## src/rtl/dphy_tx_pkg.sv

```systemverilog
// dphy_tx_pkg: shared definitions for the D-PHY HS transmit lane.
//   dphy_state_e : lane sequencer states
//   SYNC_BYTE    : HS leader sync pattern
//   LP_*         : low-power line encodings as {lp_dp, lp_dn}
//   is_hs_state  : true for states where the HS driver is enabled
package dphy_tx_pkg;

  typedef enum logic [2:0] {
    IDLE    = 3'd0,
    LPX     = 3'd1,
    PREPARE = 3'd2,
    ZERO    = 3'd3,
    SYNC    = 3'd4,
    DATA    = 3'd5,
    TRAIL   = 3'd6,
    EXIT    = 3'd7
  } dphy_state_e;

  localparam logic [7:0] SYNC_BYTE = 8'hB8;

  localparam logic [1:0] LP_11 = 2'b11;
  localparam logic [1:0] LP_01 = 2'b01;
  localparam logic [1:0] LP_00 = 2'b00;

  function automatic logic is_hs_state(input dphy_state_e s);
    return (s == ZERO) || (s == SYNC) || (s == DATA) || (s == TRAIL);
  endfunction

endpackage

```

## src/rtl/dphy_tx_lane_if.sv

```systemverilog
// dphy_tx_lane_if: byte-side handshake between a payload source and the lane.
//   tx_req     : request one HS burst
//   byte_data  : payload byte, LSB sent first
//   byte_valid : byte_data valid
//   byte_ready : lane takes byte_data this cycle if byte_valid is high
//   busy       : lane is not idle
// master = payload source, slave = lane.
interface dphy_tx_lane_if;
  logic       tx_req;
  logic [7:0] byte_data;
  logic       byte_valid;
  logic       byte_ready;
  logic       busy;

  modport master (
    output tx_req, byte_data, byte_valid,
    input  byte_ready, busy
  );

  modport slave (
    input  tx_req, byte_data, byte_valid,
    output byte_ready, busy
  );
endinterface

```

## src/rtl/dphy_tx_byte_shifter.sv

```systemverilog
// dphy_tx_byte_shifter: 8-bit serializer feeding two bits per cycle.
//   dphy_clk, areset : clock, async active-high reset
//   start            : load SYNC_BYTE, phase 0 (entry into SYNC)
//   advance          : consume one bit pair (SYNC/DATA cycles)
//   load, load_byte  : at phase 3, reload with load_byte when load is high
//   phase            : registered phase of the current cycle
//   pair_nxt         : bit pair that will be on the line next cycle
//   phase_nxt        : phase of the next cycle
//   last_bit_nxt     : last bit sent, as it will be next cycle
// The *_nxt outputs let the top register its outputs aligned with state.
module dphy_tx_byte_shifter
  import dphy_tx_pkg::*;
(
  input  logic       dphy_clk,
  input  logic       areset,
  input  logic       start,
  input  logic       advance,
  input  logic       load,
  input  logic [7:0] load_byte,
  output logic [1:0] phase,
  output logic [1:0] pair_nxt,
  output logic [1:0] phase_nxt,
  output logic       last_bit_nxt
);

  logic [7:0] sr_q, sr_d;
  logic [1:0] phase_q, phase_d;
  logic       last_q, last_d;

  always_comb begin
    sr_d    = sr_q;
    phase_d = phase_q;
    last_d  = last_q;
    if (start) begin
      sr_d    = SYNC_BYTE;
      phase_d = 2'd0;
    end else if (advance) begin
      if (phase_q == 2'd3) begin
        // sr_q[1] is the second bit of the final pair of this byte
        last_d  = sr_q[1];
        phase_d = 2'd0;
        sr_d    = load ? load_byte : 8'h00;
      end else begin
        sr_d    = {2'b00, sr_q[7:2]};
        phase_d = phase_q + 2'd1;
      end
    end
  end

  always_ff @(posedge dphy_clk or posedge areset) begin
    if (areset) begin
      sr_q    <= 8'h00;
      phase_q <= 2'd0;
      last_q  <= 1'b0;
    end else begin
      sr_q    <= sr_d;
      phase_q <= phase_d;
      last_q  <= last_d;
    end
  end

  assign phase        = phase_q;
  assign pair_nxt     = sr_d[1:0];
  assign phase_nxt    = phase_d;
  assign last_bit_nxt = last_d;

endmodule

```

## src/rtl/dphy_tx_lane.sv

```systemverilog
// dphy_tx_lane: single D-PHY data lane transmitter (LP entry, HS burst, exit).
//   dphy_clk : HS bit clock, DDR output, rising-edge logic
//   areset   : async active-high reset
//   bus      : byte-side handshake (slave modport)
//   hs_dout  : DDR pair, [0] first bit of the cycle
//   lp_dp/dn : LP line levels
//   hs_oe    : HS driver enable
// All outputs are registered; they are computed from next-state values so
// they line up with the state register.
//
// state   | meaning
// IDLE    | LP-11 stop, waits for tx_req
// LPX     | LP-01 for T_LPX cycles
// PREPARE | LP-00 for T_HS_PREPARE cycles
// ZERO    | HS-0 preamble for T_HS_ZERO cycles
// SYNC    | sync byte, 4 cycles
// DATA    | payload bytes, 4 cycles each
// TRAIL   | inverted last bit for T_HS_TRAIL cycles
// EXIT    | LP-11 for T_LPX cycles
module dphy_tx_lane
  import dphy_tx_pkg::*;
#(
  parameter int   T_LPX        = 4,
  parameter int   T_HS_PREPARE = 3,
  parameter int   T_HS_ZERO    = 6,
  parameter int   T_HS_TRAIL   = 5,
  parameter logic INVERT       = 1'b0
) (
  input  logic           dphy_clk,
  input  logic           areset,
  dphy_tx_lane_if.slave  bus,
  output logic [1:0]     hs_dout,
  output logic           lp_dp,
  output logic           lp_dn,
  output logic           hs_oe
);

  localparam logic [7:0] LPX_LOAD   = 8'(T_LPX - 1);
  localparam logic [7:0] PREP_LOAD  = 8'(T_HS_PREPARE - 1);
  localparam logic [7:0] ZERO_LOAD  = 8'(T_HS_ZERO - 1);
  localparam logic [7:0] TRAIL_LOAD = 8'(T_HS_TRAIL - 1);

  dphy_state_e state_q, state_d;
  logic [7:0]  cnt_q, cnt_d;
  logic        cnt_done;

  logic        sh_start, sh_advance;
  logic [1:0]  phase, pair_nxt, phase_nxt;
  logic        last_nxt;

  logic [1:0]  lp_d, raw_d, hs_dout_d;
  logic        hs_oe_d, byte_ready_d, busy_d;

  assign cnt_done = (cnt_q == 8'd0);

  dphy_tx_byte_shifter u_shifter (
    .dphy_clk     (dphy_clk),
    .areset       (areset),
    .start        (sh_start),
    .advance      (sh_advance),
    .load         (bus.byte_valid),
    .load_byte    (bus.byte_data),
    .phase        (phase),
    .pair_nxt     (pair_nxt),
    .phase_nxt    (phase_nxt),
    .last_bit_nxt (last_nxt)
  );

  always_comb begin
    state_d    = state_q;
    cnt_d      = cnt_done ? cnt_q : cnt_q - 8'd1;
    sh_start   = 1'b0;
    sh_advance = 1'b0;
    case (state_q)
      IDLE: begin
        if (bus.tx_req) begin
          state_d = LPX;
          cnt_d   = LPX_LOAD;
        end
      end
      LPX: begin
        if (cnt_done) begin
          state_d = PREPARE;
          cnt_d   = PREP_LOAD;
        end
      end
      PREPARE: begin
        if (cnt_done) begin
          state_d = ZERO;
          cnt_d   = ZERO_LOAD;
        end
      end
      ZERO: begin
        if (cnt_done) begin
          state_d  = SYNC;
          sh_start = 1'b1;
        end
      end
      SYNC, DATA: begin
        sh_advance = 1'b1;
        if (phase == 2'd3) begin
          if (bus.byte_valid) begin
            state_d = DATA;
          end else begin
            state_d = TRAIL;
            cnt_d   = TRAIL_LOAD;
          end
        end
      end
      TRAIL: begin
        if (cnt_done) begin
          state_d = EXIT;
          cnt_d   = LPX_LOAD;
        end
      end
      EXIT: begin
        if (cnt_done) state_d = IDLE;
      end
      default: state_d = IDLE;
    endcase
  end

  always_comb begin
    lp_d         = LP_11;
    raw_d        = 2'b00;
    byte_ready_d = 1'b0;
    hs_oe_d      = is_hs_state(state_d);
    busy_d       = (state_d != IDLE);
    case (state_d)
      LPX:     lp_d = LP_01;
      PREPARE: lp_d = LP_00;
      ZERO:    lp_d = LP_00;
      SYNC, DATA: begin
        lp_d         = LP_00;
        raw_d        = pair_nxt;
        byte_ready_d = (phase_nxt == 2'd3);
      end
      TRAIL: begin
        lp_d  = LP_00;
        raw_d = {2{~last_nxt}};
      end
      default: lp_d = LP_11;
    endcase
    // pair swap only matters while the HS driver owns the lines
    hs_dout_d = (hs_oe_d && INVERT) ? ~raw_d : raw_d;
  end

  always_ff @(posedge dphy_clk or posedge areset) begin
    if (areset) begin
      state_q        <= IDLE;
      cnt_q          <= 8'd0;
      lp_dp          <= 1'b1;
      lp_dn          <= 1'b1;
      hs_oe          <= 1'b0;
      hs_dout        <= 2'b00;
      bus.byte_ready <= 1'b0;
      bus.busy       <= 1'b0;
    end else begin
      state_q        <= state_d;
      cnt_q          <= cnt_d;
      {lp_dp, lp_dn} <= lp_d;
      hs_oe          <= hs_oe_d;
      hs_dout        <= hs_dout_d;
      bus.byte_ready <= byte_ready_d;
      bus.busy       <= busy_d;
    end
  end

endmodule

```

## src/flat_wrapper.sv

```systemverilog
// flat-port wrapper written by rule: the top's interface ports become plain ports
module dphy_tx_lane_flat import dphy_tx_pkg::*;
#(
  parameter int   T_LPX        = 4,
  parameter int   T_HS_PREPARE = 3,
  parameter int   T_HS_ZERO    = 6,
  parameter int   T_HS_TRAIL   = 5,
  parameter logic INVERT       = 1'b0
)
  (dphy_clk, areset, hs_dout, lp_dp, lp_dn, hs_oe, bus_tx_req, bus_byte_data, bus_byte_valid, bus_byte_ready, bus_busy);
  dphy_tx_lane_if bus_i ();
  input  logic dphy_clk;
  input  logic areset;
  output logic [1:0] hs_dout;
  output logic lp_dp;
  output logic lp_dn;
  output logic hs_oe;
  input wire logic [$bits(bus_i.tx_req)-1:0] bus_tx_req;
  input wire logic [$bits(bus_i.byte_data)-1:0] bus_byte_data;
  input wire logic [$bits(bus_i.byte_valid)-1:0] bus_byte_valid;
  output wire logic [$bits(bus_i.byte_ready)-1:0] bus_byte_ready;
  output wire logic [$bits(bus_i.busy)-1:0] bus_busy;
  assign bus_i.tx_req = bus_tx_req;
  assign bus_i.byte_data = bus_byte_data;
  assign bus_i.byte_valid = bus_byte_valid;
  assign bus_byte_ready = bus_i.byte_ready;
  assign bus_busy = bus_i.busy;
  dphy_tx_lane #(.T_LPX(T_LPX), .T_HS_PREPARE(T_HS_PREPARE), .T_HS_ZERO(T_HS_ZERO), .T_HS_TRAIL(T_HS_TRAIL), .INVERT(INVERT)) u_core (.dphy_clk(dphy_clk), .areset(areset), .bus(bus_i), .hs_dout(hs_dout), .lp_dp(lp_dp), .lp_dn(lp_dn), .hs_oe(hs_oe));
endmodule
```

## config.mk

```make
export PLATFORM = sky130hd
export DESIGN_NAME = dphy_tx_lane_flat
export DESIGN_NICKNAME = d
export VERILOG_FILES = /design/src/rtl/dphy_tx_pkg.sv /design/src/rtl/dphy_tx_lane_if.sv /design/src/rtl/dphy_tx_byte_shifter.sv /design/src/rtl/dphy_tx_lane.sv /design/src/flat_wrapper.sv
export SDC_FILE = /design/constraint.sdc
export NUM_CORES = 1
export LEC_CHECK = 0
export CORE_ASPECT_RATIO = 0.5
export CORE_MARGIN = 8
export CORE_UTILIZATION = 58
export DETAILED_ROUTE_END_ITERATION = 8
export HOLD_SLACK_MARGIN = 0.05
export PLACE_DENSITY = 0.93
export SETUP_SLACK_MARGIN = 0.05
export SLEW_MARGIN = 20
export SYNTH_ARGS = -nofsm -noshare
export SYNTH_HDL_FRONTEND = slang
export SYNTH_SLANG_ARGS = --single-unit
```

## constraint.sdc

```tcl
create_clock -name dphy_clk -period 4.6 [get_ports dphy_clk]
set_clock_uncertainty 0.2 [all_clocks]
set_input_delay 0.46 -clock dphy_clk [delete_from_list [all_inputs] [get_ports dphy_clk]]
set_output_delay 0.46 -clock dphy_clk [all_outputs]
set_load 0.1 [all_outputs]
```

; ---- After elaboration in Yosys (flattened, before gate mapping)
; Cells that the tools add are included.
[totals]
register_bits = 29
wordCells = 73
out_inout_bits = 7
inputBits = 12
[op_classes]
reduce_logical = 10
n_mux = 33
n_bitwise = 1
eq_ne = 15
n_addsub = 2
[op_table]
columns = operator, count
row1 = 8-bit two-way mux, 11
row2 = 8-bit case mux with 5 select lines, 1
row3 = "3-bit equality test, second input constant", 7
row4 = 3-bit two-way mux, 7
row5 = 3-bit case mux with 7 select lines, 1
row6 = "3-bit by 2-bit equality test with 1-bit output, second input constant", 4
row7 = 8-bit logical NOT, 1
row8 = 2-bit two-way mux, 4
row9 = 2-bit case mux with 2 select lines, 2
row10 = "8-bit by 1-bit subtractor with 8-bit output, second input constant", 1
row11 = 1-bit two-way mux, 7
row12 = "3-bit by 1-bit equality test with 1-bit output, second input constant", 2
row13 = 5-bit OR reduction, 1
row14 = "2-bit equality test, second input constant", 2
row15 = 2-bit OR reduction, 2
row16 = 3-bit logical NOT, 1
row17 = 1-bit logical OR, 3
row18 = 3-bit nonzero test, 1
row19 = "2-bit by 1-bit adder with 2-bit output, second input constant", 1
row20 = 2-bit nonzero test, 1
row21 = 1-bit inverter, 1

; ---- Depth between registers and ports, before layout
[logic_depth]
word_depth = 7
ltp_mapped = 10
mapped_depth_nobuf = 9

; ---- By module
; Synthesis repeated with hierarchy kept, for this count alone.
[hier_totals]
cells_unflattened = 173
area_unflattened_um2 = 1734.2
[modules_own_cells]
columns = mod, cells_each, n_inst, area_per_inst_um2, seq_area_each_um2
row1 = dphy_tx_lane, 116, 1, 1123.6, 452.9
row2 = dphy_tx_byte_shifter, 57, 1, 610.6, 275.3

; ---- Worst setup path after synthesis
; OpenSTA, ideal clock, no wires.
[synth_path]
kind = register -> register
from = register u_core.cnt_q[0]
to = register u_core.cnt_q[0]
path_buffers = 1
arrival_ns = 2.113
period_less_slack_ns = 2.377
path_stages_with_launch = 10
setup_time_ns = 0.065
setup_slack_ns = 2.223
required_ns = 4.335
path_cell_list = dfrtp_1 > inv_1 > ha_1 > or3b_2 > dlymetal6s2s_1 > nor2_1 > inv_1 > ha_1 > o221ai_1 > o21a_1
[synth_between]
elab_chain_len = 5
elab_cells_between_ends = 10
classes_between = add/sub (1) / mux (8) / reduce/logical (1)
[synth_rtl]
columns = element, line_no
row1 = from (decl), dphy_tx_lane.sv:44  ; logic [7:0] cnt_q, cnt_d;
row2 = from (signal assigned), dphy_tx_lane.sv:160  ; cnt_q <= cnt_d;
row3 = 8-bit by 1-bit subtractor with 8-bit output / 8-bit logical NOT (equally long branches), "dphy_tx_lane.sv:71, dphy_tx_lane.sv:54"
row4 = 8-bit two-way mux, dphy_tx_lane.sv:71  ; cnt_d = cnt_done ? cnt_q : cnt_q - 8'd1;
row5 = 8-bit two-way mux, dphy_tx_lane.sv:102  ; if (bus.byte_valid) begin
row6 = 8-bit two-way mux, dphy_tx_lane.sv:101  ; if (phase == 2'd3) begin
row7 = 8-bit case mux with 5 select lines *, dphy_tx_lane.sv:74  ; case (state_q)
row8 = named net u_core.cnt_d[0], dphy_tx_lane.sv:44
; Mark *: on every way through the listed nets, which the timed path passes. The rest lies on a longest branch.
; A chain may end at the register's enable or synchronous reset.

; ---- Worst setup path after layout
[layout_path]
from = register u_core.lp_dn
to = output lp_dn
[layout_lines]
columns = element, line_no
row1 = from (decl), dphy_tx_lane.sv:34  ; output logic lp_dn,
row2 = from (signal assigned), dphy_tx_lane.sv:161  ; {lp_dp, lp_dn} <= lp_d;
row3 = to (decl), flat_wrapper.sv:16  ; output logic lp_dn;
; No word-level cell between the ends.

==> insert_results.sql <==
INSERT INTO impl_metrics (metric_group, metric, value, unit) VALUES
('run_status', 'outcome', 'complete, no violations', ''),
('timing', 'worst_slew_pin_slew', '0.972', 'ns'),
('grt', 'top_usage_layer', 'met2', ''),
('logic_synthesis', 'yosysSeqAreaShare', '0.465', ''),
('worst_setup_path', 'reg2reg_depth', '9', ''),
('worst_setup_path', 'timing.critical_path.from_type', 'flop', ''),
('logic_synthesis', 'number_of_nets_in_the_synthesized_netlist', '168', ''),
('cells_and_area', 'n_antenna_cell', '0', ''),
('logic_synthesis', 'synth_warnings', '0', ''),
('timing', 'report.final.slew_viol_count', '0', ''),
('cts', 'insertion_delay', '0.28', 'ns'),
('cts', 'ctsLongestPathBuffers', '2', ''),
('timing', 'setup_viol', '0', ''),
('cells_and_area', 'layout.nets', '184', ''),
('logic_synthesis', 'syn-cell-area', '1510', 'um^2'),
('timing', 'final-hold-violation-count', '0', ''),
('worst_setup_path', 'worst_setup_path_endpoint', 'lp_dn', ''),
('logic_synthesis', 'ys_top_cells_by_count', '26 x dfrtp_1, 14 x nor2_1, 9 x a21oi_1', ''),
('detailed_routing', 'num_vias', '1225', ''),
('worst_setup_path', 'r2r_end', 'u_core.cnt_q[0]', ''),
('cts', 'cts-buffers-inserted', '3', ''),
('timing', 'final_min_period_over_clock_period', '0.563', ''),
('cells_and_area', 'final_layout_size_suffix_gt1_frac', '0.0964', ''),
('logic_synthesis', 'synth.largest_area_cell', 'dfrtp_1', ''),
('worst_setup_path', 'cp_cell_sequence', 'clkdlybuf4s50_1', ''),
('detailed_routing', 'wl_per_cell', '15.1', 'um'),
('worst_setup_path', 'worst_ep_required_time', '3.94', 'ns'),
('detailed_routing', 'drtPass1Iterations', '4', ''),
('grt', 'initial_antenna_violation_count', '0', ''),
('worst_setup_path', 'crit_path_top_delay_cell', 'clkdlybuf4s50_1', ''),
('worst_setup_path', 'cp_num_buf_inv', '1', ''),
('cells_and_area', 'flow.area_growth_from_synthesis', '15.6', '%'),
('worst_setup_path', 'kind_of_end_point_of_the_critical_path', 'output pin', ''),
('floorplanning', 'initial_core_util', '0.596', ''),
('timing', 'fmaxAchievable', '386', 'MHz'),
('logic_synthesis', 'postSynthRegisterBits', '28', ''),
('grt', 'globalRouteMet2Util', '0.231', ''),
('timing', 'layout_min_cycle_time', '2.59', 'ns'),
('power_and_ir_drop', 'power-per-cell-area', '698', 'nW/um^2'),
('grt', 'global_route.usage.met1', '0.178', ''),
('grt', 'met3_usage', '0.0439', ''),
('worst_setup_path', 'timing.critical_path.arrival', '1.93', 'ns'),
('logic_synthesis', 'synthMostInstantiatedCell', 'dfrtp_1', ''),
('cts', 'h-tree-depth', '1', ''),
('worst_setup_path', 'reg2reg_setup_slack', '2.08', 'ns'),
('worst_setup_path', 'timing.critical_path.depth', '1', ''),
('logic_synthesis', 'synth_edf_count', '0', ''),
('hold_path', 'hold_path.class', 'flop to flop', ''),
('grt', 'globalRouteTotalUtil', '0.143', ''),
('logic_synthesis', 'asyncSetResetFlopFracSynth', '1.00', ''),
('floorplanning', 'top_level_ports', '19', ''),
('floorplanning', 'rows', '13', ''),
('grt', 'grt_pass1_wl', '5.16', 'mm'),
('detailed_routing', 'dr.first_iter.drc_count', '98', ''),
('power_and_ir_drop', 'static_leakage_power', '0.760', 'nW'),
('grt', 'grt_remaining_overflow', '0', ''),
('logic_synthesis', 'netlist_instances', '151', ''),
('grt', 'grt_max_degree', '29', ''),
('placement', 'hpwlAfterDp', '2.22', 'mm'),
('floorplanning', 'die_h', '52.1', 'um'),
('worst_setup_path', 'worst-setup-path-type', 'flop to output pin', ''),
('cts', 'post_cts_setup_buffer_count', '0', ''),
('flow_run', 'max_cap_viol_count', '0', ''),
('worst_setup_path', 'worstReg2RegStart', 'u_core.cnt_q[0]', ''),
('logic_synthesis', 'synth_top_area_frac', '0.430', ''),
('logic_synthesis', 'yosys.cell_types.count', '48', ''),
('logic_synthesis', 'synthTopCellsByArea', 'dfrtp_1 43%, ha_1 4.1%, dfstp_2 3.5%', ''),
('cts', 'holdBufCountCts', '0', ''),
('cts', 'cts_tree', 'built', ''),
('cts', 'cts_resized', '0', ''),
('detailed_routing', 'avgViaCountPerCell', '6.03', '');
stage by stage:
stage                     area, um^2  total power [W]  setup WS (ns)  instances  hold slack [ns]
after floorplan                 1510         0.000940           2.22        151            0.257
after global placement          1690          0.00105           2.26        199            0.271
after detailed placement        1690          0.00107           2.13        199            0.280
after CTS                       1750          0.00122           2.00        203            0.302
after global routing            1750          0.00130           1.97        203            0.320
final                           1750          0.00122           2.01        203            0.297
cells in the final DEF (no fill, tap or decap), drive strengths merged, types with 2 or more instances in the layout:
cell type,count
inv,7
xor2,3
a221oi,2
nor3,4
dfstp,2
and2,2
a21oi,9
xnor2,4
nand2,8
nor2b,2
or4,2
nand3,5
dfrtp,26
o2bb2ai,2
clkbuf,4
ha,5
a21o,2
clkdlybuf4s50,18
a211o,3
o21ai,7
o211ai,2
a22oi,6
o21a,2
nor4,4
mux2i,3
nor2,15
per-layer routing:
metal  vias to the layer above  wire length [um]
met5                         -                 0
met4                         0                36
met3                         6               202
met2                        45              1400
met1                       593              1420
li1                        581                 -
cells by family (layout without fill, tap and decap cells):
logic type                 Yosys count  in the layout  synth area share
and+or+nand+nor                     48             48             0.173
muxes                                4              4            0.0273
DFF                                 28             28             0.465
buffers and inverters               15             30            0.0504
xor gates and xnor gates             7              7            0.0405
AOI/OAI and AO/OA                   44             44             0.203
adders and majority gates            5              5            0.0414
power by group:
part,internal [W],leakage [nW],switching [W]
logic,0.000224,0.392,0.000392
registers,0.000351,0.339,0.0000994
clock network,0.0000768,0.0288,0.0000760
total,0.000652,0.760,0.000567
flip-flops by register name, summed over array words and instances (netlist names):
name / flops
u_core.state_q: 3
u_core.u_shifter.phase: 2
u_core.hs_dout: 2
u_core.hs_oe: 1
u_core.cnt_q: 8
u_core.lp_dn: 1
u_core.u_shifter.last_q: 1
u_core.lp_dp: 1
u_core.bus.byte_ready: 1
u_core.bus.busy: 1
u_core.u_shifter.sr_q: 7
worst min path at each step:
stage | endpoint | slack (ns) | depth (start not counted)
final | u_core.u_shifter.sr_q[7] | 0.30 | 1
after floorplan | u_core.u_shifter.sr_q[2] | 0.26 | 1
after global placement | u_core.u_shifter.sr_q[7] | 0.27 | 1
after CTS | u_core.u_shifter.sr_q[7] | 0.30 | 1
after global routing | u_core.u_shifter.sr_q[3] | 0.32 | 1
after detailed placement | u_core.u_shifter.sr_q[7] | 0.28 | 1
final cells by class:
type	count	area, um^2
Timing Repair Buffer	18	180
Inverter	8	30.0
Clock buffer	4	55.1
Fill cell	190	790
Tap cell	37	46.3
Sequential cell	28	703
Multi-Input combinational cell	108	733
Note: power is estimated with default switching activity, not from simulation.
==> edit 1 (config.mk and constraints unchanged) <==
Take the reset off `sr_q` and load it in a clocked block of its own.
--- a/src/rtl/dphy_tx_byte_shifter.sv
+++ b/src/rtl/dphy_tx_byte_shifter.sv
@@ -49,14 +49,16 @@
 
   always_ff @(posedge dphy_clk or posedge areset) begin
     if (areset) begin
-      sr_q    <= 8'h00;
       phase_q <= 2'd0;
       last_q  <= 1'b0;
     end else begin
-      sr_q    <= sr_d;
       phase_q <= phase_d;
       last_q  <= last_d;
     end
+  end
+
+  always_ff @(posedge dphy_clk) begin
+    sr_q <= sr_d;
   end
 
   assign phase        = phase_q;
Behaviour: no difference found for any inputs over 10 cycles, from zero or initial values and one cycle with areset high; that may be too few to reach the edited logic, so the function may still have changed.
==> edit 1 against the original RTL <==
Worst setup slack got worse by 15 ps; sequential cell count did not move; power rose by 10%; cell area rose by 2.2%; routed wire length rose by 0.43%; global-route usage rose by 0.61 points; synthesized cell count rose by 4.6%; non-clock buffer count did not move; sequential share of layout area fell by 2.8 points; first-iteration DRC count fell by 47%; synthesized area rose by 1.2%; final cell count rose by 2.5%; critical path depth did not move.
==> edit 1: results (changes against the original RTL) <==
status:
  status: "finished, final reports clean"
routing:
  num_vias: 1206  # -1.6%
  drtIter0Drc: 52  # -47%
  routedWlPerCell_um: 14.8  # -2.0%
  drt_first_pass_iters: 4  # unchanged
finish:
  final_layout_size_suffix_gt1_frac: 0.0936  # -0.00282
  top_regs: "u_core.cnt_q (8), u_core.u_shifter.sr_q (7), u_core.state_q (3)"
  fin_nets: 189  # +2.7%
  fillers: 196  # +3.2%
yosys:
  yosys-mux-area-fraction: 0.0343  # +0.00705
  synth_nets: 175  # +4.2%
  yosys-top-cells-area: "dfrtp_1, dfxtp_1, nor2_1"
  synthDistinctLibCells: 47  # -2.1%
  ys_seq_area_frac: 0.437  # -0.0282
  async_reset_ff_frac: 0.750  # -0.250
  synth_compound_area_frac: 0.167  # -0.0358
  synth_common_cells: "dfrtp_1, nor2_1, nand2_1"
  synthXorXnorAreaFrac: 0.0401  # -0.000464
  synth_fa_ha_area_frac: 0.0409  # -0.000473
power:
  cellInternalPower_uw: 733  # +12%
  p_clk_frac: 0.147  # +0.022
  switchingPower_uw: 611  # +7.8%
  powerComb_uw: 655  # +6.3%
  ir_drop_mv: 0.332  # -6.2%
global_route:
  grt_usage: 0.149  # +0.00610
  grt_pass1_wl_um: 5310  # +2.9%
  globalRouteMet3Util: 0.0453  # +0.00143
  met1_usage: 0.171  # -0.00754
  globalRouteMet2Util: 0.248  # +0.0166
  grt_max_degree: 22  # -24%
worst_setup_path:
  r2r_setup_slack_ps: 2170  # +90 ps
  worstPathArrival_ps: 1950  # +20 ps
  crit_path_end: "lp_dp"
  crit_fanout: 1  # unchanged
  rr_startpoint: "u_core.cnt_q[0]"
place:
  place_hpwl_um: 2240  # +0.61%
  placed_area_um2: 1720  # +1.3%
  gp_congestion: 0.850  # -3.4%
timing:
  post-route-period-util: 0.567  # +0.00325
  relSlewSlack: 0.352  # +0.00159
clocking:
  post_cts_buffers: 0  # unchanged
[edit 1: worst min-delay path by stage]
stage / to / slack [ps] / cells past startpoint / start
2_1_floorplan: u_core.bus.busy / 240 / 1 / areset
6_report: u_core.u_shifter.sr_q[1] / 280 / 2 / u_core.u_shifter.sr_q[1]
5_1_grt: u_core.u_shifter.sr_q[1] / 300 / 2 / u_core.u_shifter.sr_q[1]
3_3_place_gp: u_core.u_shifter.sr_q[1] / 260 / 2 / u_core.u_shifter.sr_q[1]
3_5_place_dp: u_core.u_shifter.sr_q[1] / 270 / 2 / u_core.u_shifter.sr_q[1]
4_1_cts: u_core.u_shifter.sr_q[1] / 280 / 2 / u_core.u_shifter.sr_q[1]
[edit 1: metrics by stage]
step,hold slack (ps),util,instances,setup slack (ps)
global placement,262,0.672,204,2250
detailed placement,267,0.672,204,2190
global route,300,0.700,208,1900
floorplan,235,-,158,2320
CTS,281,0.700,208,1980
finish,284,0.700,208,1990
[edit 1: final cells by class]
| cell class | instances | area, um2 | share of cell area |
|---|---|---|---|
| Clock buffer | 3 | 41.3 | 0.0231 |
| Clock inverter | 1 | 30.0 | 0.0168 |
| Inverter | 5 | 18.8 | 0.0105 |
| Multi-Input combinational cell | 116 | 802 | 0.449 |
| Sequential cell | 28 | 668 | 0.374 |
| Tap cell | 37 | 46.3 | 0.0259 |
| Timing Repair Buffer | 18 | 180 | 0.101 |
[edit 1: worst reg2reg max path: stages, from the launching register on]
cell,delay (ps)
dfrtp_1,420
inv_1,110
ha_1,170
or3b_2,520
nor2_8,150
inv_1,110
ha_1,320
o21ai_0,150
o21ai_0,90
o21ai_0,130
[edit 1: layer usage]
layer,share of wire,up-vias
li1,-,592
met1,0.44,576
met2,0.49,31
met3,0.048,7
met4,0.025,0
met5,0,-
==> edit 2 (same flow settings) <==
Made on the original files. `INVERT` is set to 1'b0 in 2 places; all go to 1'b1.
--- a/src/rtl/dphy_tx_lane.sv
+++ b/src/rtl/dphy_tx_lane.sv
@@ -24,7 +24,7 @@
   parameter int   T_HS_PREPARE = 3,
   parameter int   T_HS_ZERO    = 6,
   parameter int   T_HS_TRAIL   = 5,
-  parameter logic INVERT       = 1'b0
+  parameter logic INVERT       = 1'b1
 ) (
   input  logic           dphy_clk,
   input  logic           areset,
--- a/src/flat_wrapper.sv
+++ b/src/flat_wrapper.sv
@@ -5,7 +5,7 @@
   parameter int   T_HS_PREPARE = 3,
   parameter int   T_HS_ZERO    = 6,
   parameter int   T_HS_TRAIL   = 5,
-  parameter logic INVERT       = 1'b0
+  parameter logic INVERT       = 1'b1
 )
   (dphy_clk, areset, hs_dout, lp_dp, lp_dn, hs_oe, bus_tx_req, bus_byte_data, bus_byte_valid, bus_byte_ready, bus_busy);
   dphy_tx_lane_if bus_i ();
Behaviour: not the same (a bounded check fails within 10 cycles, from zero or initial values and one cycle with areset high).
==> edit 2 against the original RTL <==
Cell area decreased by 0.86%; power increased by 11%; largest cell class unchanged; maximum frequency about the same; routed wire length increased by 3.1%; synthesized area decreased by 0.99%; sequential cell count unchanged; worst hold slack improved by 22 ps; worst setup slack about the same; largest power group unchanged; critical endpoint is now lp_dp.
==> edit 2: results (changes against the original RTL) <==
status:
  status: "finished, final reports clean"
finish:
  final_layout_size_suffix_gt1_frac: 0.0788  # -0.0176
  top_regs: "u_core.cnt_q (8), u_core.u_shifter.sr_q (7), u_core.state_q (3)"
  fillers: 180  # -5.3%
  fin_nets: 183  # -0.54%
yosys:
  synthDistinctLibCells: 46  # -4.2%
  yosys-top-cells-area: "dfrtp_1, ha_1, dfstp_2"
  ys_seq_area_frac: 0.470  # +0.00466
  synth_nets: 170  # +1.2%
  synth_common_cells: "dfrtp_1, nor2_1, nand2_1"
  async_reset_ff_frac: 1.00  # unchanged
place:
  gp_congestion: 0.847  # -3.7%
  place_hpwl_um: 2160  # -3.0%
  portBuffers: 18  # unchanged
routing:
  wl_met3_um: 186  # -7.9%
  m1WireLength_um: 1370  # -3.9%
  wl_met2_um: 1560  # +12%
  routedWlPerCell_um: 15.6  # +3.6%
  top_layer: "met4"
  num_vias: 1229  # +0.33%
  drtIter0Drc: 183  # +87%
  drt_first_pass_iters: 4  # unchanged
worst_setup_path:
  slowest_delay_ps: 1120
  ff2ff_path_depth: 7  # -2
  slowest_stage: "clkdlybuf4s50_1"
global_route:
  grt_usage: 0.152  # +0.00937
  grt_pass1_wl_um: 5460  # +5.7%
  grt_max_degree: 29  # unchanged
clocking:
  cts-resized-gates: 0  # unchanged
  clk_latency_ps: 270
  h-tree-depth: 1  # unchanged
power:
  p_leak_uw: 0.000717  # -5.5%
  ir_drop_mv: 0.430  # +22%
timing:
  relSlewSlack: 0.346  # -0.00431
worst_hold_path:
  hp-class: "reg -> reg"
[edit 2: power breakdown]
group	total, uW	leakage, uW	internal (uW)	switching [uW]
logic	700	0.000359	256	444
registers	497	0.000330	368	128
clock network	152	0.0000288	76.6	75.2
[edit 2: path summary, 6_finish.rpt]
check / startpoint / end / slack (ps)
min in group asynchronous: areset / u_core.cnt_q[2] / 350
worst max register to register: u_core.cnt_q[0] / u_core.u_shifter.sr_q[6] / 2160
worst max-delay path: u_core.lp_dp / lp_dp / 2010
max in group asynchronous: areset / u_core.u_shifter.last_q / 3460
worst min-delay path: u_core.u_shifter.last_q / u_core.u_shifter.last_q / 320
worst min register to register: u_core.u_shifter.last_q / u_core.u_shifter.last_q / 320
[edit 2: kinds of logic (layout without fill, tap and decap cells)]
| family | Yosys count | count (layout) | synth area share |
|---|---|---|---|
| AO/OA/AOI/OAI | 41 | 41 | 0.196 |
| AND/OR/NAND/NOR | 53 | 53 | 0.186 |
| buffers and inverters | 17 | 29 | 0.0484 |
| multiplexers | 3 | 3 | 0.0226 |
| adder cells (fa/ha/maj) | 5 | 5 | 0.0418 |
| XOR/XNOR | 6 | 6 | 0.0351 |
| flip-flops | 28 | 28 | 0.470 |
[edit 2: final cells by class]
class / count / share of cell area
well taps: 37 / 0.0267
repair buffers: 18 / 0.104
inverters: 7 / 0.0152
clock buffers: 4 / 0.0318
flip-flops and latches: 28 / 0.406
multi-input cells: 108 / 0.417
[edit 2: layer usage]
metal  track usage  vias to the layer above
met5             0                        -
met4        0.0592                        0
met3        0.0517                        2
met2         0.239                       45
met1         0.190                      604
li1              -                      578
[edit 2: stage by stage]
step	instance area, um2	setup WS, ps	std cells
after floorplan	1500	2500	153
after global placement	1680	2320	198
after detailed placement	1680	2230	198
after CTS	1730	2000	202
after global routing	1730	1960	202
final	1730	2010	202
